## src/rtl/mem_access_unit.sv

```systemverilog
// M-stage data-memory initiator: load/store to word-aligned valid/ready bus with byte enables.
// Optional store trace via `define MEM_TRACE_EN (default build: no trace, no extra logic).
module mem_access_unit #(
    parameter int unsigned TIMEOUT_CYCLES = 16,
    parameter int unsigned CNT_W          = 5
) (
    input  logic        Clk,
    input  logic        Reset,
    input  logic        Req,
    input  logic        We,
    input  logic [1:0]  OpWidth,
    input  logic        LoadSigned,
    input  logic [31:0] Addr,
    input  logic [31:0] WData,
    input  logic [31:0] PC,
    output logic        Stall,
    output logic        Done,
    output logic [31:0] RData,
    output logic        AdEL,
    output logic        AdES,
    output logic        BusErr,
    output logic        bus_valid,
    output logic        bus_we,
    output logic [31:0] bus_addr,
    output logic [3:0]  bus_be,
    output logic [31:0] bus_wdata,
    input  logic        bus_ready,
    input  logic [31:0] bus_rdata
);

    typedef enum logic [1:0] {
        S_IDLE = 2'd0,
        S_BUSY = 2'd1,
        S_DONE = 2'd2
    } state_t;

    localparam logic [CNT_W-1:0] CNT_LAST = CNT_W'(TIMEOUT_CYCLES - 1);

    state_t            state_q, state_d;
    logic [CNT_W-1:0]  cnt_q, cnt_d;
    logic              we_q, we_d;
    logic [1:0]        width_q, width_d;
    logic              signed_q, signed_d;
    logic [1:0]        lo_q, lo_d;
    logic [31:0]       addr_q, addr_d;
    logic [3:0]        be_q, be_d;
    logic [31:0]       wdata_q, wdata_d;
    logic [31:0]       rdata_q, rdata_d;
    logic              adel_q, adel_d;
    logic              ades_q, ades_d;
    logic              buserr_q, buserr_d;

    logic              misalign;
    logic [3:0]        be_new;
    logic [31:0]       wdata_new;
    logic [15:0]       half_lane;
    logic [7:0]        byte_lane;
    logic [31:0]       load_ext;

    // Illegal width counts as misaligned so it takes the same exception path.
    always_comb begin
        misalign = 1'b0;
        case (OpWidth)
            2'b00:   misalign = (Addr[1:0] != 2'b00);
            2'b01:   misalign = Addr[0];
            2'b10:   misalign = 1'b0;
            default: misalign = 1'b1;
        endcase
    end

    always_comb begin
        be_new    = 4'b1111;
        wdata_new = WData;
        case (OpWidth)
            2'b01: begin
                be_new    = Addr[1] ? 4'b1100 : 4'b0011;
                wdata_new = {2{WData[15:0]}};
            end
            2'b10: begin
                be_new    = 4'b0001 << Addr[1:0];
                wdata_new = {4{WData[7:0]}};
            end
            default: begin
                be_new    = 4'b1111;
                wdata_new = WData;
            end
        endcase
    end

    always_comb begin
        half_lane = lo_q[1] ? bus_rdata[31:16] : bus_rdata[15:0];
        byte_lane = bus_rdata[7:0];
        case (lo_q)
            2'd1:    byte_lane = bus_rdata[15:8];
            2'd2:    byte_lane = bus_rdata[23:16];
            2'd3:    byte_lane = bus_rdata[31:24];
            default: byte_lane = bus_rdata[7:0];
        endcase
        case (width_q)
            2'b01:   load_ext = {{16{signed_q & half_lane[15]}}, half_lane};
            2'b10:   load_ext = {{24{signed_q & byte_lane[7]}}, byte_lane};
            default: load_ext = bus_rdata;
        endcase
    end

    always_comb begin
        state_d  = state_q;
        cnt_d    = cnt_q;
        we_d     = we_q;
        width_d  = width_q;
        signed_d = signed_q;
        lo_d     = lo_q;
        addr_d   = addr_q;
        be_d     = be_q;
        wdata_d  = wdata_q;
        rdata_d  = rdata_q;
        adel_d   = 1'b0;
        ades_d   = 1'b0;
        buserr_d = 1'b0;
        case (state_q)
            S_IDLE: begin
                if (Req) begin
                    if (misalign) begin
                        adel_d = ~We;
                        ades_d = We;
                    end else begin
                        we_d     = We;
                        width_d  = OpWidth;
                        signed_d = LoadSigned;
                        lo_d     = Addr[1:0];
                        addr_d   = {Addr[31:2], 2'b00};
                        be_d     = be_new;
                        wdata_d  = wdata_new;
                        cnt_d    = '0;
                        state_d  = S_BUSY;
                    end
                end
            end
            S_BUSY: begin
                // A ready arriving on the last counted cycle still wins over the timeout.
                if (bus_ready) begin
                    if (!we_q) begin
                        rdata_d = load_ext;
                    end
                    cnt_d   = '0;
                    state_d = S_DONE;
                end else if (cnt_q == CNT_LAST) begin
                    rdata_d  = '0;
                    buserr_d = 1'b1;
                    cnt_d    = '0;
                    state_d  = S_DONE;
                end else begin
                    cnt_d = cnt_q + 1'b1;
                end
            end
            S_DONE: begin
                state_d = S_IDLE;
            end
            default: begin
                state_d = S_IDLE;
            end
        endcase
    end

    always_ff @(posedge Clk) begin
        if (Reset) begin
            state_q  <= S_IDLE;
            cnt_q    <= '0;
            we_q     <= 1'b0;
            width_q  <= 2'b00;
            signed_q <= 1'b0;
            lo_q     <= 2'b00;
            addr_q   <= '0;
            be_q     <= '0;
            wdata_q  <= '0;
            rdata_q  <= '0;
            adel_q   <= 1'b0;
            ades_q   <= 1'b0;
            buserr_q <= 1'b0;
        end else begin
            state_q  <= state_d;
            cnt_q    <= cnt_d;
            we_q     <= we_d;
            width_q  <= width_d;
            signed_q <= signed_d;
            lo_q     <= lo_d;
            addr_q   <= addr_d;
            be_q     <= be_d;
            wdata_q  <= wdata_d;
            rdata_q  <= rdata_d;
            adel_q   <= adel_d;
            ades_q   <= ades_d;
            buserr_q <= buserr_d;
        end
    end

    always_comb begin
        Stall     = 1'b0;
        bus_valid = 1'b0;
        Done      = 1'b0;
        case (state_q)
            S_IDLE:  Stall = Req & ~misalign;
            S_BUSY: begin
                Stall     = 1'b1;
                bus_valid = 1'b1;
            end
            S_DONE:  Done = 1'b1;
            default: Stall = 1'b0;
        endcase
    end

    assign RData     = rdata_q;
    assign AdEL      = adel_q;
    assign AdES      = ades_q;
    assign BusErr    = buserr_q;
    assign bus_we    = we_q;
    assign bus_addr  = addr_q;
    assign bus_be    = be_q;
    assign bus_wdata = wdata_q;

`ifdef MEM_TRACE_EN
    logic [31:0] pc_q;

    always_ff @(posedge Clk) begin
        if (Reset) begin
            pc_q <= '0;
        end else if (state_q == S_IDLE && Req && !misalign) begin
            pc_q <= PC;
        end
    end

    always_ff @(posedge Clk) begin
        if (!Reset && state_q == S_BUSY && bus_ready && we_q) begin
            $display("%d@%h: *%h <= %h be=%h", $time, pc_q, addr_q, wdata_q, be_q);
        end
    end
`else
    logic unused_pc;
    assign unused_pc = ^PC;
`endif

endmodule

```

## config.mk

```make
export PLATFORM = sky130hd
export DESIGN_NAME = mem_access_unit
export DESIGN_NICKNAME = d
export VERILOG_FILES = /design/src/rtl/mem_access_unit.sv
export SDC_FILE = /design/constraint.sdc
export NUM_CORES = 1
export LEC_CHECK = 0
export CORE_UTILIZATION = 35
export DETAILED_ROUTE_END_ITERATION = 7
export MAX_ROUTING_LAYER = met4
export PLACE_DENSITY = 0.81
export SETUP_SLACK_MARGIN = 0.2
export SYNTH_ARGS = -nofsm -noshare
export SYNTH_HDL_FRONTEND = slang
export SYNTH_SLANG_ARGS = --single-unit
```

## constraint.sdc

```tcl
create_clock -name Clk -period 5.5 [get_ports Clk]
set_clock_uncertainty 0.2 [all_clocks]
set_input_delay 1.375 -clock Clk [delete_from_list [all_inputs] [get_ports Clk]]
set_output_delay 1.375 -clock Clk [all_outputs]
set_load 0.05 [all_outputs]
```

==> impl_metrics.tcl <==
set metrics [dict create \
    power_density_nw_per_um2 324 \
    numClockSinks 114 \
    row_count 42 \
    crit_buf_inv 3 \
    cts_resized 0 \
    avgViaCountPerCell 5.08 \
    dr_total_vias 4957 \
    synthArstFlopShare_pct 0 \
    wl_per_cell_um 15.6 \
    yosys_warnings 0 \
    io_pins 243 \
    synthXorXnorAreaFrac_pct 0 \
    dr.first_iter.drc_count 329 \
    syn_area_sq_um 4900 \
    fmax_ghz 0.198 \
    path_delay_family "compound AO/OA/AOI/OAI gates" \
    cp.arrival_ns 3.48 \
    ys_ff_latch 114 \
    start_kind "primary input" \
    ctsHoldBuffers 0 \
    synth_edf_count 0 \
    fin_nets 931 \
    synth-main-ff-cell "dfxtp_1" \
    whs_path_depth 2 \
    cts_setup_buffers 0 \
    worst_slew_pin_slew_ns 1.13 \
    hold_viol 0 \
    drv_cap 0 \
    vdd_drop_max_mv 0.229 \
    grt_use_total_pct 21.7 \
    multi_input_area_sq_um 2370 \
    synth_top_family_by_area "compound AO/OA/AOI/OAI gates" \
    initial_core_util_pct 36.4 \
    fin_crit_sh_pct 91.9 \
    worstSetupEndpointType "primary output" \
    crit_type "in2out" \
    clockRootBuffer "clkbuf_16" \
    portBuffers 208 \
    synth_fa_ha_area_share_pct 1.79 \
    status "completed" \
    core_area_sq_um 13500 \
    drt-total-wl_um 15200 \
    grt_pass1_wl_um 23600 \
    fin_ws_ns 0.444 \
    grt_pass1_vias 4707 \
    drc 0 \
    rrSetupSlack_ns 2.93 \
    layout-drive-gt1-share_pct 8.26 \
    cts_made_buffers 17 \
    setup_viol 0 \
    postRouteAntennaNets 0 \
    htreeDepth 4 \
    crit_cells 7 \
    slowest_delay_ns 0.53 \
    slew_viol_final 0 \
    min_path_type "reg2reg" \
    diodes 0 \
    die_w_um 120 \
    min_period_ns 5.06 \
    synthCells 593 \
    fin_area_sq_um 7650 \
    die_h_um 120 \
    synthSimpleGateAreaFrac_pct 18.9 \
    n_fill_cell 1248 \
    synth-compound-area-share_pct 24.5 \
    clk_path_buf_depth 2 \
    antenna_found_initial 0 \
    grt_start_max_net_pins 70 \
    drt-pass1-iter-count 5 \
    crit_chain "clkdlybuf4s50_1, inv_1, ha_1, a21oi_1, o21ai_0, o21ai_0, buf_12" \
    cts_tree "yes" \
    dp_hpwl_um 10600 \
    slew_headroom_pct 24.1 \
    path_clk_slew_ns 0.05 \
    overflow 0 \
    ys_types 51 \
    cp_max_fo 5 \
    r2r_cells 6 \
    synth_mux_area_share_pct 2.76 \
    leakage_nw 2.80 \
    die-area_sq_um 14500 \
    synth.yosys.seq_area_share_pct 46.6 \
    register_area_sq_um 2280 \
    post-place-ws_ns 0.422 \
    area_delta_synth_final_pct 56.1 \
    cp_slowest_cell "clkdlybuf4s50_1" \
    setup_tns_ns 0 \
    rsz0062_at_grt "false" \
    syn_area_per_cell_sq_um 8.26 \
    cpMostUsedCell "o21ai_0" \
    cp.required_ns 3.92 \
    gp_congestion 0.820 \
    clock_latency_ns 0.41 \
    placed_area_sq_um 7090 \
]
cell families after synthesis:
family / Yosys count
AO/OA/AOI/OAI: 182
adder cells (fa/ha/maj): 7
multiplexers: 12
buffers and inverters: 59
other: 1
AND/OR/NAND/NOR: 218
flip-flops: 114
area by class of cell:
cell class	instances	share of cell area [%]
clock inverter	6	1.05
clock buffer	24	6.30
inverter	19	0.932
sequential	114	29.8
tap	176	2.88
multi-input combinational	421	31.0
timing repair buffer	215	28.0
placed cells by master, fill, tap and decap left out, types with 4 or more instances in the layout:
cell	netlist	layout
clkdlybuf4s50_1	0	206
nand2_1	151	151
dfxtp_1	114	114
a21oi_1	67	67
nor2_1	27	27
o21ai_0	26	26
inv_1	18	18
clkbuf_16	0	17
o211ai_1	16	16
a22oi_1	15	15
nor2b_1	10	10
o21ai_2	10	10
mux2_2	8	8
a21boi_0	8	8
o221ai_1	8	8
a31oi_1	8	8
o2bb2ai_1	8	8
nor3_1	7	7
ha_1	7	7
buf_4	6	7
nand2b_1	5	5
clkbuf_1	15	4
clkinv_2	0	4
worst reg2reg max path: stages, from the launching register on:
cell      delay (ns)
dfxtp_1         0.38
inv_1           0.06
ha_1            0.40
inv_2           0.39
o21ai_1         0.22
o221ai_4        0.59
o21ai_0         0.21
path summary, 6_finish.rpt:
check                      end          from
setup / recovery         Stall    OpWidth[0]
hold / removal    bus_wdata[9]  bus_wdata[9]
setup reg to reg     RData[19]    width_q[0]
hold reg to reg   bus_wdata[9]  bus_wdata[9]
registers in the layout (all words and copies together) (netlist names):
name,flops
signed_q,1
bus_wdata,32
RData,32
bus_be,4
width_q,2
bus_addr,30
lo_q,2
state_q,2
AdEL,1
BusErr,1
AdES,1
bus_we,1
cnt_q,5
per-layer routing:
metal	global-route usage (%)	wire, um
met4	8.49	320
met3	8.21	1380
met2	34.2	7190
met5	-	0
met1	24.9	6300
power by group:
| group | total (W) | leakage, nW | switching (W) | internal (W) |
|---|---|---|---|---|
| clock network | 0.00106 | 0.280 | 0.000368 | 0.000693 |
| logic | 0.000519 | 1.59 | 0.000319 | 0.000200 |
| registers | 0.000901 | 0.928 | 0.0000281 | 0.000873 |
| total | 0.00248 | 2.80 | 0.000716 | 0.00177 |
Yosys cell counts, types with 2 or more instances:
| cell | number | share of area [%] |
|---|---|---|
| and3_1 | 2 | 0.26 |
| ha_1 | 7 | 1.8 |
| o211ai_1 | 16 | 2.5 |
| buf_2 | 13 | 1.3 |
| nor2b_1 | 10 | 1.3 |
| nor2_1 | 27 | 2.1 |
| o211a_1 | 2 | 0.41 |
| mux2i_1 | 3 | 0.61 |
| o2bb2ai_1 | 8 | 1.4 |
| and2_1 | 2 | 0.26 |
| clkbuf_1 | 15 | 1.1 |
| nand2_1 | 151 | 12 |
| o221ai_1 | 8 | 1.4 |
| a21oi_1 | 67 | 6.8 |
| a311oi_1 | 2 | 0.36 |
| o21ai_2 | 10 | 1.8 |
| a21boi_0 | 8 | 1.2 |
| buf_1 | 5 | 0.38 |
| buf_4 | 6 | 0.92 |
| o21ai_1 | 3 | 0.31 |
| nand2b_1 | 5 | 0.64 |
| or3_1 | 2 | 0.26 |
| inv_1 | 18 | 1.4 |
| a31oi_1 | 8 | 1.0 |
| a22oi_1 | 15 | 2.3 |
| nand3_1 | 3 | 0.31 |
| o21ai_0 | 26 | 2.7 |
| dfxtp_1 | 114 | 47 |
| or2_2 | 2 | 0.26 |
| nor3_1 | 7 | 0.71 |
| mux2_2 | 8 | 1.8 |
through the flow:
step / cells / total power (W) / util, % / hold WS, ns
detailed placement: 945 / 0.00144 / 52.7 / 0.240
CTS: 975 / 0.00250 / 56.9 / 0.251
global placement: 945 / 0.00143 / 52.7 / 0.235
global route: 975 / 0.00258 / 56.9 / 0.264
finish: 975 / 0.00248 / 56.9 / 0.247
floorplan: 594 / 0.00123 / - / 0.249
Note: power is estimated with default switching activity, not from simulation.
